$ cat src/rtl/grc_burst_ctrl.sv
// Command-driven burst sequencer that steps a binary count and presents it Gray-coded on out.
// Optional GRC_BURST_SAT_EN: saturate at the count limits (early done, no wrap) instead of wrapping.
module grc_burst_ctrl #(
    parameter int N     = 4,
    parameter int LEN_W = 8
) (
    input  logic             clk,
    input  logic             rst,
    input  logic             cmd_valid,
    output logic             cmd_ready,
    input  logic [N-1:0]     cmd_start,
    input  logic [LEN_W-1:0] cmd_len,
    input  logic             cmd_dir,
    input  logic             pause,
    input  logic             abort,
    output logic [N-1:0]     out,
    output logic             busy,
    output logic             done,
    output logic             wrap
);

    typedef enum logic [1:0] {
        IDLE = 2'd0,
        RUN  = 2'd1,
        DONE = 2'd2
    } state_t;

    localparam logic [N-1:0]     BIN_ONE = N'(1);
    localparam logic [N-1:0]     BIN_MAX = '1;
    localparam logic [LEN_W-1:0] LEN_ONE = LEN_W'(1);

    state_t             r_state;
    logic [N-1:0]       r_bin;
    logic [N-1:0]       r_out;
    logic [LEN_W-1:0]   r_rem;
    logic               r_dir;
    logic               r_done;
    logic               r_wrap;

    logic [N-1:0]       w_binNext;
    logic               w_atLimit;
    logic               w_accept;
    logic               w_lastStep;

    function automatic logic [N-1:0] toGray(input logic [N-1:0] x);
        return x ^ (x >> 1);
    endfunction

    // A step is "at the limit" when it would cross the modulo boundary in the latched direction.
    assign w_binNext  = r_dir ? (r_bin - BIN_ONE) : (r_bin + BIN_ONE);
    assign w_atLimit  = r_dir ? (r_bin == '0) : (r_bin == BIN_MAX);
    assign w_lastStep = (r_rem == LEN_ONE);

    assign cmd_ready = (r_state == IDLE) && !rst;
    assign w_accept  = cmd_valid && cmd_ready;

    assign out  = r_out;
    assign busy = (r_state != IDLE);
    assign done = r_done;
    assign wrap = r_wrap;

    always_ff @(posedge clk or posedge rst) begin
        if (rst) begin
            r_state <= IDLE;
            r_bin   <= '0;
            r_out   <= '0;
            r_rem   <= '0;
            r_dir   <= 1'b0;
            r_done  <= 1'b0;
            r_wrap  <= 1'b0;
        end else begin
            r_done <= 1'b0;
            r_wrap <= 1'b0;
            case (r_state)
                IDLE: begin
                    if (w_accept) begin
                        r_bin <= cmd_start;
                        r_out <= toGray(cmd_start);
                        r_rem <= cmd_len;
                        r_dir <= cmd_dir;
                        if (cmd_len != '0) begin
                            r_state <= RUN;
                        end else begin
                            r_state <= DONE;
                            r_done  <= 1'b1;
                        end
                    end
                end
                RUN: begin
                    // Abort outranks pause and suppresses both the step and the done pulse.
                    if (abort) begin
                        r_state <= IDLE;
                    end else if (!pause) begin
`ifdef GRC_BURST_SAT_EN
                        if (w_atLimit) begin
                            r_rem   <= '0;
                            r_state <= DONE;
                            r_done  <= 1'b1;
                        end else begin
                            r_bin <= w_binNext;
                            r_out <= toGray(w_binNext);
                            r_rem <= r_rem - LEN_ONE;
                            if (w_lastStep) begin
                                r_state <= DONE;
                                r_done  <= 1'b1;
                            end
                        end
`else
                        r_bin  <= w_binNext;
                        r_out  <= toGray(w_binNext);
                        r_rem  <= r_rem - LEN_ONE;
                        r_wrap <= w_atLimit;
                        if (w_lastStep) begin
                            r_state <= DONE;
                            r_done  <= 1'b1;
                        end
`endif
                    end
                end
                DONE: begin
                    r_state <= IDLE;
                end
                default: begin
                    r_state <= IDLE;
                end
            endcase
        end
    end

endmodule

$ cat config.mk
export PLATFORM = sky130hd
export DESIGN_NAME = grc_burst_ctrl
export DESIGN_NICKNAME = d
export VERILOG_FILES = /design/src/rtl/grc_burst_ctrl.sv
export SDC_FILE = /design/constraint.sdc
export NUM_CORES = 1
export LEC_CHECK = 0
export ABC_CLOCK_PERIOD_IN_PS = 3400
export CAP_MARGIN = 40
export CORE_ASPECT_RATIO = 0.75
export CORE_MARGIN = 2
export CORE_UTILIZATION = 54
export CTS_CLUSTER_SIZE = 8
export DETAILED_ROUTE_END_ITERATION = 12
export GPL_TIMING_DRIVEN = 1
export PLACE_DENSITY_LB_ADDON = 0.05
export SYNTH_ARGS = -nofsm -noshare
export SYNTH_HDL_FRONTEND = slang
export SYNTH_SLANG_ARGS = --single-unit
$ cat constraint.sdc
create_clock -name clk -period 3.4 [get_ports clk]
set_clock_uncertainty 0.1 [all_clocks]
set_input_delay 0.51 -clock clk [delete_from_list [all_inputs] [get_ports clk]]
set_output_delay 0.51 -clock clk [all_outputs]
set_load 0.005 [all_outputs]
==> flow_summary.ini <==
[drt]
drt-initial-drc-count = 62
drtPass1Iterations = 4
viasPerCell = 5.59
drc_errors = 0
wire_per_inst_um = 14.1
drtAntennaViolNets = 0
drt_wl_total_um = 2880
via_count = 1141

[cells_and_area]
final_area_sq_mm = 0.00161
drive_gt1_frac = 0.0706
fin_util = 0.707
insertedDiodeCount = 0
nNetsFinal = 194
n_fill_cell = 175
area_growth_pct = 25.1

[cts]
htreeDepth = 1
cts_buffers = 3
post_cts_buffers = 0
cts_sinks = 20
cts-resized-gates = 0
clock_path_buffers = 2
cts_tree = built
path_clk_slew_ns = 0.12
clock_latency_ns = 0.31
holdBufCountCts = 0
root_buffer = clkbuf_4

[floorplanning]
fp.dieH_um = 46.2
die_width_um = 60.3
dieArea_sq_mm = 0.00279
top_level_ports = 26
start_util = 0.565
rows = 15
core_area_sq_mm = 0.00227

[pwr]
p_per_area_mw_per_mm2 = 649
ir_worst_vdd_uv = 443
finalPower_uw = 1040
leakage_uw = 0.000687

[yosys]
synth_warnings = 0
post-synth-top-count-cell = dfrtp_1
synth.distinct_cells = 38
avgSynthCellArea_sq_um = 8.91
ys_seq_area_frac = 0.390
synth_fp_nets = 167
ys_async_sr_fraction = 1.00
synth_area_leader_cell = dfrtp_1
ys_ff_latch = 20
synthCells = 144
ys.flop_type = dfrtp_1
synth-edff-count = 0
yosysTopAreaCellShare = 0.390
netlist_area_sq_mm = 0.00128
ys_top_cells_by_area = dfrtp_1 39%, o21ai_0 5.8%, a21oi_1 5.1%
ys_top_cells_by_count = 20 x dfrtp_1, 15 x o21ai_0, 13 x a21oi_1, 13 x nor2_1, 9 x nand2_1

[grt]
overflow = 0
met1_usage = 0.348
grtUsageMet2 = 0.357
first_global_vias = 1029
use_met3 = 0.0590
grt_max_degree = 22
grt_first_pass_wirelength_um = 4800
antenna_found_initial = 0
grt_usage = 0.237
grt-busiest-layer = met2

[timing]
finalSetupViolCount = 0
slew_headroom = 0.509
fin_crit_ns = 2.33
finalHoldViolations = 0
slew_viol_final = 0
rsz0062_at_grt = no
fmax_mhz = 430
whs_ns = 0.402
period_share = 0.684
tns_ns = 0
tightest_slew_ns = 0.736

[run_status]
run_status = finished clean

[worst_setup_path]
reg2regPathDepth = 5
endpoint_kind = output pin
critPathMaxFanout = 7
r2r-start = r_bin[0]
arrival_ns = 1.72
crit_required_ns = 2.79
crit_start = r_state[0]
startpoint_type = register
path_class = register to output pin

[worst_hold_path]
worstHoldStart = out[0]
min_path_type = register to register
hold_depth = 2

[place]
gp_congestion = 0.872
postPlaceCellArea_sq_mm = 0.00157
hpwl_um = 2120
port_buffers = 25

[job]
cap_violations = 0
## worst max-delay path, cell delays in order (launching register included)
cell	delay (ns)
dfrtp_1	0.47
or2_2	0.33
nor2_1	0.10
clkdlybuf4s50_1	0.51
## routing by layer
layer / routed length, um / part of all wire
met1: 1450 / 0.50
met5: 0 / 0
met3: 152 / 0.053
met4: 4 / 0.0014
met2: 1270 / 0.44
## cell usage in the layout, fill, tap and decap left out, drive strengths merged, types with 4 or more instances in the layout
master and count:
a21oi 13, clkbuf 4, clkdlybuf4s50 25, dfrtp 20
ha 4, inv 7, nand2 9, nand3 4
nor2 13, o21ai 15, or3 5, xnor2 4
## report_power, final
part,internal [uW],switching [uW],leakage [uW]
combinational,270,223,0.000420
clock,65.5,78.7,0.0000210
sequential,312,93.4,0.000246
total,648,395,0.000687
## sequential cells by signal, indices dropped and copies added (netlist names)
name,flops
r_dir,1
out,3
r_state,2
wrap,1
r_rem,8
done,1
r_bin,4
## worst paths after layout
check | slack, ns | endpoint
hold reg to reg | 0.40 | out[0]
min in group asynchronous | 0.61 | r_bin[1]
setup / recovery | 1.07 | cmd_ready
setup reg to reg | 1.20 | out[2]
hold / removal | 0.40 | out[0]
max in group asynchronous | 2.13 | r_bin[3]
## per-stage QoR
step / instances / worst slack (ns)
after CTS: 204 / 1.06
final: 204 / 1.07
after floorplan: 144 / 1.42
after detailed placement: 200 / 0.978
after global routing: 204 / 0.990
after global placement: 200 / 1.04
## layout make-up
cell class | count | area (sq um) | area share
Multi-Input combinational cell | 111 | 728 | 0.453
Sequential cell | 20 | 500 | 0.312
Timing Repair Buffer | 28 | 273 | 0.170
Tap cell | 34 | 42.5 | 0.0265
Clock buffer | 4 | 36.3 | 0.0226
Inverter | 7 | 26.3 | 0.0164
## logic make-up (layout without fill, tap and decap cells)
logic type	count (synthesis)	count (layout)	synth area share
AOI/OAI and AO/OA	43	43	0.205
and+or+nand+nor	52	52	0.219
adders and majority gates	5	5	0.0546
DFF	20	20	0.390
xor gates and xnor gates	8	8	0.0653
buffers and inverters	13	39	0.0429
muxes	3	3	0.0234
Note: power is estimated with default switching activity, not from simulation.
